[src/rtl/conv_pkg.sv]
// rtl/conv_pkg.sv - shared types and width helper for conv_mac_engine
// Purpose: mode and FSM state enums plus the accumulator width function
//          used by conv_mac_engine and mac_lane.
// Ports:   none (package).
package conv_pkg;

  typedef enum logic {
    MODE_CONV  = 1'b0,
    MODE_DENSE = 1'b1
  } mode_e;

  typedef enum logic [1:0] {
    S_IDLE  = 2'd0,
    S_RUN   = 2'd1,
    S_DRAIN = 2'd2,
    S_OUT   = 2'd3
  } state_e;

  // Full product width plus enough headroom to sum wdepth products.
  function automatic int acc_w(input int data_w, input int wdepth);
    return 2 * data_w + $clog2(wdepth);
  endfunction

endpackage

[src/rtl/mac_lane.sv]
// rtl/mac_lane.sv - one output channel: weight bank, product register, accumulator
// Purpose: stores WDEPTH signed weights for one channel, multiplies the
//          incoming sample by the weight at the current tap, and accumulates
//          the registered product one cycle later.
// Ports:   clk, rst_n      - clock, async active-low reset
//          wr_en/wr_addr/wr_data - weight write (already gated by the top)
//          clr             - clear accumulator and product-valid at window start
//          mul_en          - sample handshake; capture in_data * w[tap]
//          tap, in_data    - tap index and signed sample
//          acc             - signed accumulated result
module mac_lane
  import conv_pkg::*;
#(
  parameter int DATA_W = 23,
  parameter int WDEPTH = 16,
  parameter int ACC_W  = acc_w(DATA_W, WDEPTH),
  parameter int AW     = $clog2(WDEPTH)
) (
  input  logic              clk,
  input  logic              rst_n,
  input  logic              wr_en,
  input  logic [AW-1:0]     wr_addr,
  input  logic [DATA_W-1:0] wr_data,
  input  logic              clr,
  input  logic              mul_en,
  input  logic [AW-1:0]     tap,
  input  logic [DATA_W-1:0] in_data,
  output logic [ACC_W-1:0]  acc
);

  localparam int PW = 2 * DATA_W;

  logic [DATA_W-1:0]    w_q [WDEPTH];
  logic [DATA_W-1:0]    w_d [WDEPTH];
  logic signed [PW-1:0] prod_q, prod_d;
  logic                 pv_q, pv_d;
  logic [ACC_W-1:0]     acc_q, acc_d;

  always_comb begin
    w_d = w_q;
    if (wr_en) begin
      w_d[wr_addr] = wr_data;
    end
  end

  // The product is registered on the handshake and folded into the
  // accumulator on the following cycle; pv_q marks a pending product so
  // input gaps add nothing and DRAIN picks up the last one.
  always_comb begin
    prod_d = prod_q;
    pv_d   = mul_en;
    acc_d  = acc_q;
    if (mul_en) begin
      prod_d = $signed(in_data) * $signed(w_q[tap]);
    end
    if (clr) begin
      acc_d = '0;
      pv_d  = 1'b0;
    end else if (pv_q) begin
      acc_d = acc_q + {{(ACC_W - PW){prod_q[PW-1]}}, prod_q};
    end
  end

  always_ff @(posedge clk or negedge rst_n) begin
    if (!rst_n) begin
      for (int i = 0; i < WDEPTH; i++) begin
        w_q[i] <= '0;
      end
      prod_q <= '0;
      pv_q   <= 1'b0;
      acc_q  <= '0;
    end else begin
      w_q    <= w_d;
      prod_q <= prod_d;
      pv_q   <= pv_d;
      acc_q  <= acc_d;
    end
  end

  assign acc = acc_q;

endmodule

[src/rtl/conv_mac_engine.sv]
// rtl/conv_mac_engine.sv - multi-channel sequential conv/dense MAC engine
// Purpose: window FSM, tap counter, dense length check and stream
//          handshakes around CH mac_lane instances.
// Ports:   clk, rst_n                      - clock, async active-low reset
//          cfg_we/cfg_ch/cfg_addr/cfg_wdata - weight programming (IDLE only)
//          mode, len, start                - window command
//          in_valid/in_ready/in_data       - sample stream
//          out_valid/out_ready/out_data    - per-channel results
//          busy, err                       - status, rejected-command pulse
module conv_mac_engine
  import conv_pkg::*;
#(
  parameter int DATA_W = 23,
  parameter int KSIZE  = 3,
  parameter int CH     = 2,
  parameter int WDEPTH = 16,
  parameter int ACC_W  = acc_w(DATA_W, WDEPTH)
) (
  input  logic                       clk,
  input  logic                       rst_n,
  input  logic                       cfg_we,
  input  logic [$clog2(CH)-1:0]      cfg_ch,
  input  logic [$clog2(WDEPTH)-1:0]  cfg_addr,
  input  logic [DATA_W-1:0]          cfg_wdata,
  input  logic                       mode,
  input  logic [$clog2(WDEPTH):0]    len,
  input  logic                       start,
  input  logic                       in_valid,
  output logic                       in_ready,
  input  logic [DATA_W-1:0]          in_data,
  output logic                       out_valid,
  input  logic                       out_ready,
  output logic [CH*ACC_W-1:0]        out_data,
  output logic                       busy,
  output logic                       err
);

  localparam int AW = $clog2(WDEPTH);
  localparam int NK = KSIZE * KSIZE;
  localparam logic [AW:0] NK_L     = (AW + 1)'(NK);
  localparam logic [AW:0] WDEPTH_L = (AW + 1)'(WDEPTH);

  generate
    if (NK > WDEPTH) begin : g_bad_cfg
      $error("conv_mac_engine: KSIZE*KSIZE exceeds WDEPTH");
    end
  endgenerate

  state_e      state_q, state_d;
  logic [AW:0] n_q, n_d;
  logic [AW:0] tap_q, tap_d;
  logic        err_q, err_d;
  logic        hs;
  logic        idle;
  logic        clr;
  logic        len_bad;

  assign idle     = (state_q == S_IDLE);
  assign in_ready = (state_q == S_RUN);
  assign out_valid = (state_q == S_OUT);
  assign busy     = !idle;
  assign err      = err_q;
  assign hs       = in_valid && in_ready;
  assign len_bad  = (mode_e'(mode) == MODE_DENSE) && ((len == '0) || (len > WDEPTH_L));

  always_comb begin
    state_d = state_q;
    n_d     = n_q;
    tap_d   = tap_q;
    err_d   = 1'b0;
    clr     = 1'b0;
    unique case (state_q)
      S_IDLE: begin
        if (start) begin
          if (len_bad) begin
            err_d = 1'b1;
          end else begin
            n_d     = (mode_e'(mode) == MODE_DENSE) ? len : NK_L;
            tap_d   = '0;
            clr     = 1'b1;
            state_d = S_RUN;
          end
        end
      end
      S_RUN: begin
        if (hs) begin
          tap_d = tap_q + 1'b1;
          if (tap_q == n_q - 1'b1) begin
            state_d = S_DRAIN;
          end
        end
      end
      S_DRAIN: begin
        state_d = S_OUT;
      end
      S_OUT: begin
        if (out_ready) begin
          state_d = S_IDLE;
        end
      end
      default: state_d = S_IDLE;
    endcase
    // Weight writes are only legal while idle; anything else is rejected.
    if (cfg_we && !idle) begin
      err_d = 1'b1;
    end
  end

  always_ff @(posedge clk or negedge rst_n) begin
    if (!rst_n) begin
      state_q <= S_IDLE;
      n_q     <= '0;
      tap_q   <= '0;
      err_q   <= 1'b0;
    end else begin
      state_q <= state_d;
      n_q     <= n_d;
      tap_q   <= tap_d;
      err_q   <= err_d;
    end
  end

  generate
    for (genvar c = 0; c < CH; c++) begin : g_lane
      logic [ACC_W-1:0] acc_c;
      mac_lane #(
        .DATA_W (DATA_W),
        .WDEPTH (WDEPTH),
        .ACC_W  (ACC_W),
        .AW     (AW)
      ) u_lane (
        .clk     (clk),
        .rst_n   (rst_n),
        .wr_en   (cfg_we && idle && (cfg_ch == c)),
        .wr_addr (cfg_addr),
        .wr_data (cfg_wdata),
        .clr     (clr),
        .mul_en  (hs),
        .tap     (tap_q[AW-1:0]),
        .in_data (in_data),
        .acc     (acc_c)
      );
      assign out_data[c*ACC_W +: ACC_W] = acc_c;
    end
  endgenerate

endmodule

[config.mk]
export PLATFORM = sky130hd
export DESIGN_NAME = conv_mac_engine
export DESIGN_NICKNAME = d
export VERILOG_FILES = /design/src/rtl/conv_pkg.sv /design/src/rtl/mac_lane.sv /design/src/rtl/conv_mac_engine.sv
export SDC_FILE = /design/constraint.sdc
export NUM_CORES = 2
export LEC_CHECK = 0
export CORE_UTILIZATION = 45
export CTS_CLUSTER_SIZE = 20
export DETAILED_ROUTE_END_ITERATION = 10
export GPL_ROUTABILITY_DRIVEN = 0
export PLACE_DENSITY = 0.68
export SLEW_MARGIN = 20
export SYNTH_ARGS = -nofsm -noshare
export SYNTH_HDL_FRONTEND = slang
export SYNTH_SLANG_ARGS = --single-unit
export TNS_END_PERCENT = 5
[constraint.sdc]
create_clock -name clk -period 11.5 [get_ports clk]
set_input_delay 3.45 -clock clk [delete_from_list [all_inputs] [get_ports clk]]
set_output_delay 3.45 -clock clk [all_outputs]
set_load 0.02 [all_outputs]
After elaboration in Yosys (flattened, before gate mapping):

Index checks and enable logic that the tools add are counted.

* register bits: 942
* input bits: 63
* output and inout bits: 104
* word-level logic and storage cells: 113

* add/sub/neg operators: 4
* multiply operators: 2
* order comparisons: 4
* equal/unequal tests: 9
* multiplexer cells: 33
* bitwise operators: 4
* reduce and logical (&&, ||, !) cells: 16

Operators by type and width (count)
* 368-bit bitwise mux: 2
* 50-bit 2-to-1 mux: 4
* 23-bit binary-select mux with 4-bit select: 2
* 23-bit 2-to-1 mux: 5
* 50-bit adder: 2
* 23-bit demux with 4-bit select: 1
* 23-bit by 23-bit multiplier with 46-bit output: 2
* 5-bit 2-to-1 mux: 4
* 5-bit >= comparator (second input constant): 2
* 2-bit 2-to-1 mux: 5
* 4-bit inverter with 5-bit output: 2
* 5-bit case mux with 2 select lines: 1
* 1-bit 2-to-1 mux: 8
* 2-bit case mux with 4 select lines: 1
* 1-bit logical AND: 7
* 2-bit by 1-bit != test with 1-bit output (second input constant): 3
* 5-bit by 1-bit adder with 5-bit output (second input constant): 1
* 5-bit == test: 1
* 5-bit greater-than comparator (second input constant): 1
* 5-bit zero test: 1
* 5-bit by 1-bit < comparator with 1-bit output (second input constant): 1
* 5-bit AND reduction: 1
* 5-bit by 1-bit subtractor with 5-bit output (second input constant): 1
* 2-bit == test (second input constant): 2
* other kinds (9): 12

Depth between registers and ports, before layout:

* word-level depth: 7
* mapped depth: 34
* depth with buffers taken out: 30

Hierarchy:

From an unflattened synthesis, not the netlist that was laid out.

* cell total of the unflattened synthesis: 7711
* area total of the unflattened synthesis: 86316.5 µm²

Modules (own cells, without submodules)
* mac_lane (g_lane[1].u_lane): instances 1, cells each 3829, area each 42762.3 µm²
* mac_lane (g_lane[0].u_lane): instances 1, cells each 3784, area each 42642.1 µm²
* conv_mac_engine: instances 1, cells each 98, area each 912.1 µm²

Least setup slack after synthesis:

No wires, ideal clock.

* path kind: in2reg
* start: input in_data[22]
* end: register g_lane[0].u_lane.prod_q[44]
* arrival: 9.979 ns
* slack: 1.393 ns
* stages: 27
* buffers on the path: 2
* cell sequence: buf_1 > clkbuf_1 > nand2_1 > inv_1 > fa_1 > fa_1 > inv_1 > fa_1 > inv_1 > fa_1 > fa_1 > fa_1 > inv_1 > fa_1 > inv_1 > ha_1 > a21o_1 > a21o_1 > a21oi_1 > nand2_1 > a31o_2 > nand3_1 > o31ai_1 > o41a_1 > a21oi_1 > xor2_1 > o21ai_1

* word-level cells in the longest chain between the ends: 1

Ends and longest elaborated chain
* from (decl): line conv_mac_engine.sv:30 `input logic [DATA_W-1:0] in_data,`
* 23-bit by 23-bit multiplier with 46-bit output: line mac_lane.sv:54 `prod_d = $signed(in_data) * $signed(w_q[tap]);`
* to (signal assigned): line mac_lane.sv:74 `prod_q <= prod_d;`
* to (decl): line mac_lane.sv:35 `logic signed [PW-1:0] prod_q, prod_d;`

No other way between the ends.
A chain may end at the register's enable or synchronous reset.

Worst setup path after layout:

* start: input in_data[6]
* end: register g_lane[0].u_lane.prod_q[26]

The elaborated chain is that of the path after synthesis.

==> qor.yml <==
status:
  status: "finished, violations left"
  violations: "design-rule violations"
drt:
  vias_per_cell: 5.466
  drt-wirelength-per-cell_microns: 20.66
  drtIter0Drc: 4192
  finalWirelength_microns: 212200
  num_vias: 56130
  antenna_left: 0
  drt_pass1_iterations: 11
  drc: 44
setup_path:
  cp-start-kind: "primary input"
  worst-path-max-fanout: 34
  r2r_slack_ns: 1.65
  cp-startpoint: "in_data[6]"
  crit_arrival_ns: 10.78
  cp-end-kind: "flip-flop"
  path_class: "in2reg"
  worstReg2RegStart: "tap_q[0]"
  required_ns: 12.05
timing:
  worst_pin_slew_ns: 1.097
  fmax_mhz: 97.78
  hold_viol: 0
  slew-limit-headroom_pct: 26.65
  finalCriticalPeriod_ns: 10.23
  slew_violations: 0
  fin_setup_tns_ns: 0
  skew_ns: 0.06538
  rsz0062_at_grt: "false"
  period_share_pct: 88.93
  setup_viol: 0
global_routing:
  grt_pass1_wl_microns: 343800
  antenna_found_initial: 21
  grt_pass1_vias: 61110
  grt_max_degree: 201
  grt_overflow_total: 0
  grt_usage_pct: 22.71
cts:
  cts_root_buf: "clkbuf_16"
  post_cts_buffers: 0
  clk_latency_ns: 0.76
  htreeDepth: 3
  cts_buffer_depth: 3
  numCtsBuffers: 100
  clock-sinks: 942
  clkSlewWorstSetupHoldPaths_ns: 0.06
  cts_resized: 0
  cts_tree: "built"
  hold_buffers: 0
synth:
  synth.ff_latch_count: 942
  synthArstFlopShare_pct: 100.0
  synth_area_sq_mm: 0.08545
  ys_seq_area_share_pct: 27.59
  synthDistinctLibCells: 78
  avgSynthCellArea_sq_um: 11.00
  ys.flop_type: "dfrtp_1"
  synth.net_count: 9321
  synthCells: 7771
  synth-edff-count: 0
  synth_warnings: 0
finish:
  multiInputGateArea_sq_mm: 0.05544
  regArea_sq_mm: 0.02359
  area_growth_pct: 8.776
  layout.nets: 9234
  layout.cells.non_filler: 10270
  drive_above_1_share_pct: 17.36
  fill_cells: 16580
floorplan:
  rows: 159
  core_sq_mm: 0.1882
  pin_count: 167
  die_y_microns: 437.8
  dieArea_sq_mm: 0.1916
  die_w_microns: 437.8
  start_util_pct: 45.41
placement:
  numPlacedInstances: 10080
  dp_hpwl_microns: 154200
  portBuffers: 166
hold_path:
  min_path_type: "reg2reg"
  hold_start: "g_lane[1].u_lane.prod_q[2]"
job:
  maxCapViolCount: 0
-- synth_stat cells (20+ instances only) --
cell type | count | area (sq um)
nand2_1 | 767 | 2879
buf_1 | 61 | 229.0
o21ai_1 | 28 | 140.1
a31oi_1 | 24 | 150.1
a21oi_1 | 161 | 805.8
nand3_1 | 55 | 275.3
a211oi_1 | 23 | 172.7
mux2i_1 | 71 | 710.7
xnor2_1 | 110 | 963.4
mux4_2 | 228 | 5135
and2_1 | 488 | 3053
o21bai_1 | 20 | 150.1
o21a_1 | 20 | 150.1
mux2_2 | 740 | 8333
nor2b_1 | 35 | 219.0
nor3_1 | 39 | 195.2
o21ai_0 | 140 | 700.7
ha_1 | 355 | 4442
fa_1 | 1132 | 22660
nand2b_1 | 31 | 193.9
inv_1 | 1277 | 4793
xor2_1 | 71 | 621.9
nor2_1 | 212 | 795.8
dfrtp_1 | 942 | 23570
clkbuf_1 | 397 | 1490
and3_1 | 27 | 168.9
a21o_1 | 124 | 930.9
-- per-stage QoR --
step / hold WS (ns) / area (sq um) / setup slack, ns / util, %
floorplan: 0.4428 / 85450 / 1.393 / -
global placement: 0.4620 / 89470 / 0.6395 / 47.54
detailed placement: 0.4701 / 89460 / 0.6050 / 47.54
CTS: 0.4839 / 93020 / 1.363 / 49.43
global route: 0.5065 / 92950 / 0.9837 / 49.39
finish: 0.4770 / 92950 / 1.273 / 49.39
-- cell type report --
cell class / instances / area share (%)
multi-input cells: 5088 / 59.64
flip-flops and latches: 942 / 25.38
inverters: 1277 / 5.157
well taps: 2495 / 3.358
clock buffers: 140 / 3.103
repair buffers: 275 / 2.633
clock inverters: 47 / 0.7228
diodes: 4 / 0.01077
-- cell families (layout without fill, tap and decap cells) --
kind of cell | count (synthesis) | after routing | share of synthesized area [%]
other | 0 | 4 | 0
xor gates and xnor gates | 181 | 181 | 1.855
buffers and inverters | 1741 | 1739 | 7.656
DFF | 942 | 942 | 27.59
muxes | 1039 | 1039 | 16.59
and+or+nand+nor | 1729 | 1729 | 9.716
adders and majority gates | 1487 | 1487 | 31.72
AOI/OAI and AO/OA | 652 | 652 | 4.877
-- cells in the final DEF, fill, tap and decap left out, types with 9 or more instances in the layout --
master,instances
o211ai_1,10
bufinv_16,11
o21ai_0,138
mux2_2,740
xor2_1,71
nor2_2,18
a21o_1,124
buf_12,13
clkdlybuf4s50_1,121
a211oi_1,23
clkbuf_16,101
nand2_1,765
nand3_1,55
nor3_1,37
clkbuf_1,18
or2_2,16
o22ai_1,9
inv_1,1277
and3_1,27
o21a_1,20
mux4_2,228
fa_1,1132
xnor2_1,110
ha_1,355
nand4_1,17
mux2i_1,71
o21ai_1,28
nor2b_1,35
o31ai_1,17
and2_1,489
buf_2,44
buf_4,95
o21bai_1,20
nor2_1,194
clkinv_2,21
nand2b_1,31
a31oi_1,24
dfrtp_1,937
a21oi_1,160
clkbuf_8,21
-- flip-flops by register name, summed over array words and instances (netlist names) --
signal and cells:
tap_q 5, g_lane.u_lane.acc 100, g_lane.u_lane.prod_q 92, g_lane.u_lane.w_q 736, state_q 2, err 1
n_q 5, g_lane.u_lane.pv_q 1
-- worst max-delay path, stage by stage --
cell             delay [ns]
clkdlybuf4s50_1        0.86
buf_12                 0.30
nand2_1                0.11
fa_1                   0.46
fa_1                   0.52
inv_1                  0.06
fa_1                   0.53
ha_1                   0.13
inv_1                  0.04
fa_1                   0.47
inv_1                  0.05
fa_1                   0.53
inv_1                  0.05
fa_1                   0.47
inv_1                  0.04
ha_1                   0.32
o21a_1                 0.13
o21ai_0                0.07
a21oi_1                0.40
o21ai_1                0.27
o31ai_1                0.46
a31oi_1                0.20
o21bai_1               0.24
a31oi_1                0.16
o21bai_1               0.19
xnor2_1                0.14
o21ai_1                0.07
-- per-layer routing --
layer,track usage [%],vias to the layer above,share of wire (%)
li1,-,24660,-
met1,31.68,29460,44
met2,37.20,1648,47
met3,3.628,335,6.3
met4,5.403,24,2.4
met5,0,-,0.068
-- path summary, 6_finish.rpt --
kind	endpoint	depth (start not counted)
worst max-delay path	g_lane[0].u_lane.prod_q[26]	27
worst min-delay path	g_lane[1].u_lane.prod_q[2]	2
worst max register to register	g_lane[0].u_lane.prod_q[44]	28
worst min register to register	g_lane[1].u_lane.prod_q[2]	2
max in group asynchronous	g_lane[0].u_lane.w_q[283]	3
min in group asynchronous	g_lane[1].u_lane.w_q[164]	1
Power is not shown: default switching activity piles up to over one toggle a cycle in this logic, so the estimate is an artifact.
